===== src/rtl/intercal_scatter_unit_pkg.sv =====
// Shared types and latency constants for the INTERCAL scatter unit
// (unmingle and bit-serial mask deposit).
package intercal_pkg;

    typedef enum logic [1:0] {
        OP_UNMINGLE  = 2'b00,
        OP_DEPOSIT32 = 2'b01,
        OP_DEPOSIT16 = 2'b10,
        OP_RESERVED  = 2'b11
    } op_e;

    typedef enum logic [1:0] {
        ST_IDLE = 2'b00,
        ST_BUSY = 2'b01,
        ST_DONE = 2'b10
    } state_e;

    localparam int N_UNMINGLE = 16;
    localparam int N_DEP32    = 32;
    localparam int N_DEP16    = 16;

    // Step index of the final serial step for an op; reserved never enters BUSY.
    function automatic logic [5:0] last_step(input op_e op);
        case (op)
            OP_UNMINGLE:  last_step = 6'(N_UNMINGLE - 1);
            OP_DEPOSIT32: last_step = 6'(N_DEP32 - 1);
            OP_DEPOSIT16: last_step = 6'(N_DEP16 - 1);
            default:      last_step = 6'd0;
        endcase
    endfunction

endpackage


===== src/rtl/intercal_scatter_unit_if.sv =====
// Request/response handshake bundle for the scatter unit; master drives
// requests and consumes results, slave is the unit itself.
interface intercal_scatter_unit_if;
    logic        in_valid;
    logic        in_ready;
    logic [1:0]  op;
    logic [31:0] a;
    logic [31:0] b;
    logic        out_valid;
    logic        out_ready;
    logic [31:0] f;
    logic        err;

    modport master (
        output in_valid, op, a, b, out_ready,
        input  in_ready, out_valid, f, err
    );

    modport slave (
        input  in_valid, op, a, b, out_ready,
        output in_ready, out_valid, f, err
    );
endinterface


===== src/rtl/intercal_scatter_unit_deposit_lane.sv =====
// Bit-serial mask walker: one mask bit per step, consuming packed data bits
// in order wherever the mask is set. res_next_o is the result after this step.
module intercal_deposit_lane #(
    parameter int W = 16
) (
    input  logic         clk,
    input  logic         rst,
    input  logic         load_i,
    input  logic         step_i,
    input  logic [W-1:0] data_i,
    input  logic [W-1:0] mask_i,
    output logic [W-1:0] res_next_o
);
    localparam int AW = $clog2(W);

    logic [W-1:0]  data_q;
    logic [W-1:0]  mask_q;
    logic [W-1:0]  res_q;
    logic [AW:0]   ptr_q;
    logic [AW-1:0] idx_q;
    logic          take_s;
    logic          bit_s;

    // Current deposit bit; the pointer is below W whenever the mask bit is set.
    always_comb begin
        take_s     = mask_q[idx_q];
        bit_s      = take_s ? data_q[ptr_q[AW-1:0]] : 1'b0;
        res_next_o = {bit_s, res_q[W-1:1]};
    end

    // Walker state: load clears the accumulator, each step shifts in one bit.
    always_ff @(posedge clk) begin
        if (rst) begin
            data_q <= '0;
            mask_q <= '0;
            res_q  <= '0;
            ptr_q  <= '0;
            idx_q  <= '0;
        end else if (load_i) begin
            data_q <= data_i;
            mask_q <= mask_i;
            res_q  <= '0;
            ptr_q  <= '0;
            idx_q  <= '0;
        end else if (step_i) begin
            res_q  <= res_next_o;
            ptr_q  <= ptr_q + {{AW{1'b0}}, take_s};
            idx_q  <= idx_q + AW'(1);
        end
    end
endmodule


===== src/rtl/intercal_scatter_unit.sv =====
// INTERCAL scatter unit: bit-serial unmingle and mask deposit (32-bit and
// dual 16-bit lane) behind a valid/ready handshake.
module intercal_scatter_unit
    import intercal_pkg::*;
(
    input  logic                    clk,
    input  logic                    rst,
    intercal_scatter_unit_if.slave  bus
);
    state_e      state_q;
    op_e         op_q;
    logic [5:0]  cnt_q;
    logic [31:0] um_src_q;
    logic [31:0] um_acc_q;
    logic        out_valid_q;
    logic [31:0] f_q;
    logic        err_q;

    logic        accept_s;
    logic        busy_s;
    op_e         op_in_s;
    logic [31:0] um_next_s;
    logic [31:0] dep32_next_s;
    logic [15:0] lo_next_s;
    logic [15:0] hi_next_s;
    logic [31:0] result_s;

    assign op_in_s   = op_e'(bus.op);
    assign accept_s  = bus.in_valid && (state_q == ST_IDLE);
    assign busy_s    = (state_q == ST_BUSY);
    // Lowest unconsumed pair of a lands at the top of each accumulator half.
    assign um_next_s = {um_src_q[1], um_acc_q[31:17], um_src_q[0], um_acc_q[15:1]};

    intercal_deposit_lane #(.W(32)) u_dep32 (
        .clk        (clk),
        .rst        (rst),
        .load_i     (accept_s),
        .step_i     (busy_s && (op_q == OP_DEPOSIT32)),
        .data_i     (bus.a),
        .mask_i     (bus.b),
        .res_next_o (dep32_next_s)
    );

    intercal_deposit_lane #(.W(16)) u_dep16_lo (
        .clk        (clk),
        .rst        (rst),
        .load_i     (accept_s),
        .step_i     (busy_s && (op_q == OP_DEPOSIT16)),
        .data_i     (bus.a[15:0]),
        .mask_i     (bus.b[15:0]),
        .res_next_o (lo_next_s)
    );

    intercal_deposit_lane #(.W(16)) u_dep16_hi (
        .clk        (clk),
        .rst        (rst),
        .load_i     (accept_s),
        .step_i     (busy_s && (op_q == OP_DEPOSIT16)),
        .data_i     (bus.a[31:16]),
        .mask_i     (bus.b[31:16]),
        .res_next_o (hi_next_s)
    );

    // Result as it stands once the current serial step completes.
    always_comb begin
        case (op_q)
            OP_UNMINGLE:  result_s = um_next_s;
            OP_DEPOSIT32: result_s = dep32_next_s;
            OP_DEPOSIT16: result_s = {hi_next_s, lo_next_s};
            default:      result_s = 32'h0000_0000;
        endcase
    end

    // Control FSM with registered result, error flag and out_valid.
    always_ff @(posedge clk) begin
        if (rst) begin
            state_q     <= ST_IDLE;
            op_q        <= OP_UNMINGLE;
            cnt_q       <= 6'd0;
            um_src_q    <= 32'h0000_0000;
            um_acc_q    <= 32'h0000_0000;
            out_valid_q <= 1'b0;
            f_q         <= 32'h0000_0000;
            err_q       <= 1'b0;
        end else begin
            case (state_q)
                ST_IDLE: begin
                    if (bus.in_valid) begin
                        op_q     <= op_in_s;
                        cnt_q    <= 6'd0;
                        um_src_q <= bus.a;
                        um_acc_q <= 32'h0000_0000;
                        if (op_in_s == OP_RESERVED) begin
                            state_q     <= ST_DONE;
                            out_valid_q <= 1'b1;
                            f_q         <= 32'h0000_0000;
                            err_q       <= 1'b1;
                        end else begin
                            state_q <= ST_BUSY;
                        end
                    end
                end
                ST_BUSY: begin
                    um_src_q <= {2'b00, um_src_q[31:2]};
                    um_acc_q <= um_next_s;
                    cnt_q    <= cnt_q + 6'd1;
                    if (cnt_q == last_step(op_q)) begin
                        state_q     <= ST_DONE;
                        out_valid_q <= 1'b1;
                        f_q         <= result_s;
                        err_q       <= 1'b0;
                    end
                end
                ST_DONE: begin
                    if (bus.out_ready) begin
                        state_q     <= ST_IDLE;
                        out_valid_q <= 1'b0;
                    end
                end
                default: begin
                    state_q     <= ST_IDLE;
                    out_valid_q <= 1'b0;
                end
            endcase
        end
    end

    assign bus.in_ready  = (state_q == ST_IDLE);
    assign bus.out_valid = out_valid_q;
    assign bus.f         = f_q;
    assign bus.err       = err_q;
endmodule


===== src/flat_wrapper.sv =====
// flat-port wrapper written by rule: the top's interface ports become plain ports
module intercal_scatter_unit_flat import intercal_pkg::*;
  (clk, rst, bus_in_valid, bus_op, bus_a, bus_b, bus_out_ready, bus_in_ready, bus_out_valid, bus_f, bus_err);
  intercal_scatter_unit_if bus_i ();
  input  logic clk;
  input  logic rst;
  input wire logic [$bits(bus_i.in_valid)-1:0] bus_in_valid;
  input wire logic [$bits(bus_i.op)-1:0] bus_op;
  input wire logic [$bits(bus_i.a)-1:0] bus_a;
  input wire logic [$bits(bus_i.b)-1:0] bus_b;
  input wire logic [$bits(bus_i.out_ready)-1:0] bus_out_ready;
  output wire logic [$bits(bus_i.in_ready)-1:0] bus_in_ready;
  output wire logic [$bits(bus_i.out_valid)-1:0] bus_out_valid;
  output wire logic [$bits(bus_i.f)-1:0] bus_f;
  output wire logic [$bits(bus_i.err)-1:0] bus_err;
  assign bus_i.in_valid = bus_in_valid;
  assign bus_i.op = bus_op;
  assign bus_i.a = bus_a;
  assign bus_i.b = bus_b;
  assign bus_i.out_ready = bus_out_ready;
  assign bus_in_ready = bus_i.in_ready;
  assign bus_out_valid = bus_i.out_valid;
  assign bus_f = bus_i.f;
  assign bus_err = bus_i.err;
  intercal_scatter_unit u_core (.clk(clk), .rst(rst), .bus(bus_i));
endmodule

===== config.mk =====
export PLATFORM = sky130hd
export DESIGN_NAME = intercal_scatter_unit_flat
export DESIGN_NICKNAME = d
export VERILOG_FILES = /design/src/rtl/intercal_scatter_unit_pkg.sv /design/src/rtl/intercal_scatter_unit_if.sv /design/src/rtl/intercal_scatter_unit_deposit_lane.sv /design/src/rtl/intercal_scatter_unit.sv /design/src/flat_wrapper.sv
export SDC_FILE = /design/constraint.sdc
export NUM_CORES = 1
export LEC_CHECK = 0
export ABC_AREA = 1
export BUFFER_PORTS_ARGS = -buffer_cell sky130_fd_sc_hd__clkbuf_2
export CORE_MARGIN = 5
export CORE_UTILIZATION = 60
export CTS_BUF_LIST = sky130_fd_sc_hd__clkbuf_4 sky130_fd_sc_hd__clkbuf_8 sky130_fd_sc_hd__clkbuf_16
export CTS_CLUSTER_SIZE = 16
export DETAILED_ROUTE_END_ITERATION = 12
export PLACE_DENSITY_LB_ADDON = 0.15
export SYNTH_ARGS = -nofsm -noshare
export SYNTH_HDL_FRONTEND = slang
export SYNTH_HIERARCHICAL = 1
export SYNTH_SLANG_ARGS = --single-unit
export TNS_END_PERCENT = 1

===== constraint.sdc =====
create_clock -name clk -period 4.1 [get_ports clk]
set_input_delay 1.23 -clock clk [delete_from_list [all_inputs] [get_ports clk]]
set_output_delay 1.23 -clock clk [all_outputs]
set_load 0.005 [all_outputs]

==> results.md, run 1 <==
- Worst setup SP type: input port
- Clock power share: 0.437
- Final RePlAce weighted congestion: 0.865
- Worst-case clock buffer depth: 3
- FILL cells: 1955
- Cells after Synth: 1993
- I/O pin count: 105
- Max Clk Rate: 0.389 GHz
- Critical Path End: u_core/u_dep32/ptr_q[2]$_SDFFE_PP0P_
- Setup violators final: 0
- Num CTS Buffers: 35
- Die Y: 162 microns
- Comb power frac: 0.111
- Final clock skew: 29.4 ps
- Nets: 2107
- Global-route wire length before repair: 57.2 mm
- Mapped cell area: 13800 sq um
- Crit path cell chain: clkbuf_2 > nor2_1 > inv_2 > nor3_1
- Dpl cells: 2275
- RSZ-0062 raised after global routing: false
- Setup Fix Bufs, Post-CTS: 0
- Placed Area: 14200 sq um
- Yosys cell types: 29
- CP max FO: 29
- Slowest stage delay, CP: 720 ps
- DPL Wire Length: 22.4 mm
- Syn_area_per_cell: 6.93 sq um
- H-tree Lvls: 2
- CP arrival: 2980 ps
- Leakage: 6.35 nW
- Via Count: 12800
- Synth top area share: 0.465
- Yosys warnings: 6
- Final Hold Fails: 0
- Power Density: 490 nW/um^2
- TritonCTS clock tree: done
- Launching point of the worst reg2reg path: u_core/state_q[1]$_SDFFE_PP0P_
- Seq/Total Area, Yosys: 0.465
- Grt ovf: 0
- Post-synthesis async set-or-reset flop share: 0
- EDFF count, synth: 0
- Peak VDD IR: 0.337 mV
- # rows: 55
- Tmin final: 2570 ps
- ANT nets after route: 0
- Most common flop cell mapped by yosys: dfxtp_1
- Internal reg-to-reg setup slack: 1570 ps
- Synth area leaders: dfxtp_1, nand2_1, a21oi_1
- Largest net degree at the start of global routing: 97
- Min-delay src: u_core/u_dep16_hi/data_q[2]$_SDFFE_PP0P_
- Max-Cap Viols: 0
- Worst slew pin tran: 1170 ps
- Per-cell routed wire length: 14.8 microns
- Via density: 5.49
- Status: finished, final reports clean
- Yosys top cell by area: dfxtp_1
- RR Endpoint: u_core/um_acc_q[5]$_SDFFE_PP0P_
- Pint: 5.65 mW
- Placeable Area: 22600 sq um
- Cell area after layout: 15400 sq um
- Die Wd: 162 microns
- Slew Limit Fails: 0
- Yosys reg bits: 321
- Vias in the first global route: 11800
- Critical Path Source: rst
- Total wire length: 34.6 mm
- DIE AREA: 26200 sq um
- Levels on crit path: 4
- Starting Density: 0.610
- 1st-iter DRT viols: 1234
- Largest delay share family, worst path: simple AND/OR/NAND/NOR gates
- Crit Path Class: input port to flip-flop
- Worst Path Required: 4510 ps
- Worst R2R Path Depth: 7
- Root Driver: clkbuf_16
- Psw: 1.92 mW
- Clk slew on worst S/H paths: 60 ps
- Worst-Skew Late Latency: 520 ps
- Register share of total power: 0.452
- Final non-filler cell total: 2337
- CTS Sinks: 321
- Area Overhead vs Synth: 11.7%
- Crit share post-route: 0.628
- Switching Fraction: 0.253
- Initial antenna violation count: 0
- Initial DRT Pass Iterations: 6
- Port Buf Inserts: 104
- Buf+Inv Stages, Crit Path: 2
- Detailed-route DRC error count: 0
- Crit-path slowest cell: nor2_1
- Rel. slew slack: 0.221
- Tot GR Track Use: 0.258
- Cells resized by post-CTS repair: 0
- CP endpoint kind: flip-flop
- CTS Hold Bufs: 0
- Inserted Diodes: 0
- Synth Net Count: 2073
- Share of cells above drive strength 1: 0.109
- Setup TNS: 0 ps
- Hold Crit Class: flip-flop to flip-flop
cell families (layout without fill, tap and decap cells):
logic type,count (synthesis),count (layout),share of synthesized area
AND/OR/NAND/NOR,950,950,0.275
AO/OA/AOI/OAI,440,440,0.164
flip-flops,321,321,0.465
buffers and inverters,272,331,0.0865
adder cells (fa/ha/maj),10,10,0.00906
per-layer routing:
metal  global-route usage  share of wire
met2                0.429           0.46
met1                0.359           0.45
met4               0.0657          0.017
met5                    0              0
met3               0.0353          0.065
worst min-delay path: stages (launching register included):
cell     delay [ps]
dfxtp_1         300
inv_1            50
a21oi_1          50
through the flow:
stage | worst slack, ps | utilization | power, mW | hold WS, ps
global route | 1320 | 0.682 | 7.87 | 470
CTS | 1570 | 0.682 | 7.61 | 451
finish | 1530 | 0.682 | 7.56 | 451
detailed placement | 1060 | 0.627 | 4.31 | 443
floorplan | 1430 | - | 4.07 | 428
global placement | 1150 | 0.627 | 4.29 | 435
layout make-up:
type	count	area, sq um	area share
Clock buffer	53	1080	0.0698
Clock inverter	9	148	0.00957
Tap cell	285	357	0.0231
Timing Repair Buffer	122	656	0.0425
Inverter	147	559	0.0362
Multi-Input combinational cell	1400	6210	0.402
Sequential cell	321	6430	0.416
placed cells by master (no fill, tap or decap), types with 3 or more instances in the layout:
cell type,count
nand2_1,602
dfxtp_1,321
a21oi_1,198
nor2_1,189
o21ai_0,188
inv_1,131
nand3_1,124
clkbuf_2,104
clkbuf_16,37
a31oi_1,31
buf_4,18
inv_2,14
o21ai_1,14
clkbuf_4,11
nand2_2,11
ha_1,10
nor3_1,8
nor2_2,6
clkbuf_8,5
bufinv_16,4
clkinv_2,4
a211oi_1,4
nand4_1,3
a21oi_2,3
nor4_1,3
worst min path at each step:
stage / to / slack [ps] / cells after the start
2_1_floorplan: u_core/u_dep32/data_q[10]$_SDFFE_PP0P_ / 430 / 2
3_3_place_gp: u_core/u_dep32/data_q[8]$_SDFFE_PP0P_ / 440 / 2
3_5_place_dp: u_core/u_dep16_lo/data_q[2]$_SDFFE_PP0P_ / 440 / 2
4_1_cts: u_core/u_dep16_lo/data_q[2]$_SDFFE_PP0P_ / 450 / 2
5_1_grt: u_core/u_dep16_hi/data_q[2]$_SDFFE_PP0P_ / 470 / 2
6_report: u_core/u_dep16_hi/data_q[2]$_SDFFE_PP0P_ / 450 / 2
flip-flops by register name, summed over array words and instances (netlist names), 4 cells and up:
| name | count |
|---|---|
| u_core/bus.f | 32 |
| u_core/u_dep16_hi/data_q | 16 |
| u_core/u_dep16_lo/mask_q | 16 |
| u_core/u_dep32/idx_q | 5 |
| u_core/u_dep16_lo/res_q | 15 |
| u_core/u_dep16_hi/mask_q | 16 |
| u_core/u_dep32/data_q | 32 |
| u_core/cnt_q | 6 |
| u_core/u_dep16_lo/data_q | 16 |
| u_core/u_dep16_hi/res_q | 15 |
| u_core/um_src_q | 32 |
| u_core/u_dep32/res_q | 31 |
| u_core/um_acc_q | 30 |
| u_core/u_dep16_hi/ptr_q | 4 |
| u_core/u_dep32/ptr_q | 5 |
| u_core/u_dep16_lo/idx_q | 4 |
| u_core/u_dep16_hi/idx_q | 4 |
| u_core/u_dep32/mask_q | 32 |
| u_core/u_dep16_lo/ptr_q | 4 |
synth_stat cells (4+ instances only):
cell type and instances:
nor2_2 4, dfxtp_1 321, o21ai_0 188, ha_1 10, a21oi_1 198, a31oi_1 31
nand2_2 10, nor3_1 9, nor2_1 192, buf_1 6, a211oi_1 4, inv_2 14
buf_2 45, buf_4 4, nand3_1 124, o21ai_1 14, buf_6 9, clkbuf_1 59
nand2_1 603, inv_1 132
power by group through the flow:
stage,sequential [mW],clock (mW),combinational [mW]
3_3_place_gp,3.48,0,0.809
3_5_place_dp,3.48,0,0.826
5_1_grt,3.44,3.49,0.946
4_1_cts,3.41,3.36,0.835
2_1_floorplan,3.45,0,0.613
6_report,3.42,3.30,0.839
Power figures use the tool's default switching activity.
==> run 2, diff against run 1 <==
==> constraint.sdc (replaced) <==
create_clock -name clk -period 2.5 [get_ports clk]
set_input_delay 0.75 -clock clk [delete_from_list [all_inputs] [get_ports clk]]
set_output_delay 0.75 -clock clk [all_outputs]
set_load 0.005 [all_outputs]
==> run 2 against run 1 <==
Count of clock-buffer cells in the layout unchanged. Via count rose by 0.77%. Clock power up 58%. Worst setup slack got worse by 1100 ps. Wire length hardly changed. Core utilization increased by 0.51 points. Global-route usage about the same. Critical path depth grew 6. Total power up 62%. Non-clock buffer count grew 17. Combinational power up 68%. Largest power group unchanged.
==> results.md, run 2 (synthesis gave the netlist of run 1 again) <==
- Setup TNS: 0 ps (unchanged)
- Placed Area: 14400 sq um (was 14200 sq um)
- FILL cells: 1951 (was 1955)
- CP dominant cell by count: nand3_1
- Crit-path slowest cell: dfxtp_1 (was nor2_1)
- Worst-Skew Late Latency: 500 ps (was 520 ps)
- DPL Wire Length: 22.9 mm (was 22.4 mm)
- Inserted Diodes: 0 (unchanged)
- Clk slew on worst S/H paths: 60 ps (about the same)
- Max Clk Rate: 0.473 GHz
- Highest-count cells in the layout ignoring fill and taps: nand2_1, dfxtp_1, a21oi_1 (unchanged)
- Via density: 5.51 (was 5.49)
- Final non-filler cell total: 2350 (was 2337)
- Global-route wire length before repair: 57.3 mm (was 57.2 mm)
- Worst setup SP type: flip-flop (was input port)
- Initial antenna violation count: 0 (unchanged)
- Worst R2R Path Depth: 10 (was 7)
- CTS Sinks: 321 (unchanged)
- Final clock skew: 9.30 ps (was 29.4 ps)
- Crit share post-route: 0.846
- Final RePlAce weighted congestion: 0.852 (was 0.865)
- ANT nets after route: 0 (unchanged)
- Launching point of the worst reg2reg path: u_core/u_dep16_lo/idx_q[0]$_SDFFE_PP0P_ (was u_core/state_q[1]$_SDFFE_PP0P_)
- Power, Total: 12.2 mW (was 7.56 mW)
- 1st-iter DRT viols: 1185 (was 1234)
- Grt ovf: 0 (unchanged)
- Crit Path Class: flip-flop to flip-flop (was input port to flip-flop)
- DIE AREA: 26200 sq um (unchanged)
- Die Wd: 162 microns (unchanged)
- Rel. slew slack: 0.548 (was 0.221)
- Area Overhead vs Synth: 12.6% (was 11.7%)
- Placeable Area: 22600 sq um (unchanged)
- Peak VDD IR: 0.505 mV (was 0.337 mV)
- Min-delay src: u_core/u_dep32/data_q[10]$_SDFFE_PP0P_ (was u_core/u_dep16_hi/data_q[2]$_SDFFE_PP0P_)
- Share of cells above drive strength 1: 0.114 (was 0.109)
- Starting Density: 0.610 (unchanged)
- Root Driver: clkbuf_16 (unchanged)
- Internal reg-to-reg setup slack: 390 ps (was 1570 ps)
- Worst slew pin tran: 677 ps (was 1170 ps)
- Cells resized by post-CTS repair: 0 (unchanged)
- Cell area after layout: 15500 sq um (was 15400 sq um)
- Via Count: 12900 (was 12800)
- Port Buf Inserts: 104 (unchanged)
- Initial DRT Pass Iterations: 5 (was 6)
- CP arrival: 2470 ps (was 2980 ps)
- Slew Limit Fails: 0 (unchanged)
- CP max FO: 15 (was 29)
- CTS Hold Bufs: 0 (unchanged)
- H-tree Lvls: 2 (unchanged)
- Detailed-route DRC error count: 0 (unchanged)
- Tmin final: 2110 ps
- Max-Cap Viols: 0 (unchanged)
- Power Density: 786 nW/um^2 (was 490 nW/um^2)
- TritonCTS clock tree: done (unchanged)
- Hold depth: 2 (unchanged)
- Num CTS Buffers: 35 (unchanged)
- Worst Path Required: 2850 ps (was 4510 ps)
- Most common cell after layout, fill and taps aside: nand2_1 (unchanged)
- Crit path cell chain: inv_1 > nand2_1 > nand3_1 > nand3_1 > nand3_1 > nand2_2 > ha_1 > ha_1 > o21ai_0 > a21oi_1 (was clkbuf_2 > nor2_1 > inv_2 > nor3_1)
- Die Y: 162 microns (unchanged)
- Setup Fix Bufs, Post-CTS: 0 (unchanged)
- # rows: 55 (unchanged)
- Worst Hold End: u_core/u_dep32/data_q[10]$_SDFFE_PP0P_ (was u_core/u_dep16_hi/data_q[2]$_SDFFE_PP0P_)
- Per-cell routed wire length: 14.7 microns (was 14.8 microns)
- Slowest stage delay, CP: 640 ps (was 720 ps)
- Vias in the first global route: 11800 (about the same)
- Tot GR Track Use: 0.259 (was 0.258)
- Leakage: 6.43 nW (was 6.35 nW)
- Hold Crit Class: flip-flop to flip-flop (unchanged)
- Dpl cells: 2292 (was 2275)
- I/O pin count: 105 (unchanged)
- Hold Worst Slack: 447 ps (was 451 ps)
- RR Endpoint: u_core/u_dep16_lo/ptr_q[1]$_SDFFE_PP0P_ (was u_core/um_acc_q[5]$_SDFFE_PP0P_)
- Worst-case clock buffer depth: 3 (unchanged)
- CP endpoint kind: flip-flop (unchanged)
- Largest net degree at the start of global routing: 93 (was 97)
- Total wire length: 34.6 mm (about the same)
- Nets: 2124 (was 2107)
- Status: finished, final reports clean (unchanged)
- Setup violators final: 0 (unchanged)
- RSZ-0062 raised after global routing: false (unchanged)
- Final Hold Fails: 0 (unchanged)
## run 2: worst max path at each step
stage | end | startpoint | slack [ps]
5_1_grt | u_core/u_dep16_lo/ptr_q[1]$_SDFFE_PP0P_ | u_core/u_dep16_lo/idx_q[0]$_SDFFE_PP0P_ | 100
4_1_cts | u_core/u_dep16_lo/ptr_q[1]$_SDFFE_PP0P_ | u_core/u_dep16_lo/idx_q[0]$_SDFFE_PP0P_ | 390
6_report | u_core/u_dep16_lo/ptr_q[1]$_SDFFE_PP0P_ | u_core/u_dep16_lo/idx_q[0]$_SDFFE_PP0P_ | 390
3_3_place_gp | u_core/bus.f[1]$_SDFFE_PP0P_ | bus_in_valid | 440
2_1_floorplan | u_core/u_dep32/data_q[1]$_SDFFE_PP0P_ | bus_in_valid | 310
3_5_place_dp | u_core/bus.f[31]$_SDFFE_PP0P_ | bus_in_valid | 400
## run 2: per-layer routing
metal,vias to the layer above,global-route usage,routed length (microns)
li1,6503,-,-
met1,5969,0.352,15300
met2,408,0.440,16400
met3,60,0.0370,2230
met4,0,0.0604,691
met5,-,0,0
## run 2: cell type report
class	count	area (sq um)	share of cell area
inverters	147	559	0.0360
flip-flops and latches	321	6430	0.413
repair buffers	139	821	0.0528
multi-input cells	1400	6210	0.399
well taps	285	357	0.0229
clock inverters	5	78.8	0.00507
clock buffers	53	1100	0.0705
## run 2: per-stage QoR
stage	setup WS [ps]	util
finish	385	0.687
global placement	435	0.635
global route	101	0.687
CTS	389	0.687
floorplan	308	-
detailed placement	395	0.635
## run 2: where the power goes
group,total [mW],internal [mW],switching [mW],leakage [nW]
combinational,1.41,0.443,0.969,3.21
sequential,5.60,5.45,0.148,2.63
clock,5.21,3.22,1.99,0.591
total,12.2,9.11,3.11,6.43
## run 2: worst max-delay path: cells and delay by family (launching register included)
kind | cells | cell delay (ps)
DFF | 1 | 640
and+or+nand+nor | 5 | 460
adders and majority gates | 2 | 430
AOI/OAI and AO/OA | 2 | 220
buffers and inverters | 1 | 210
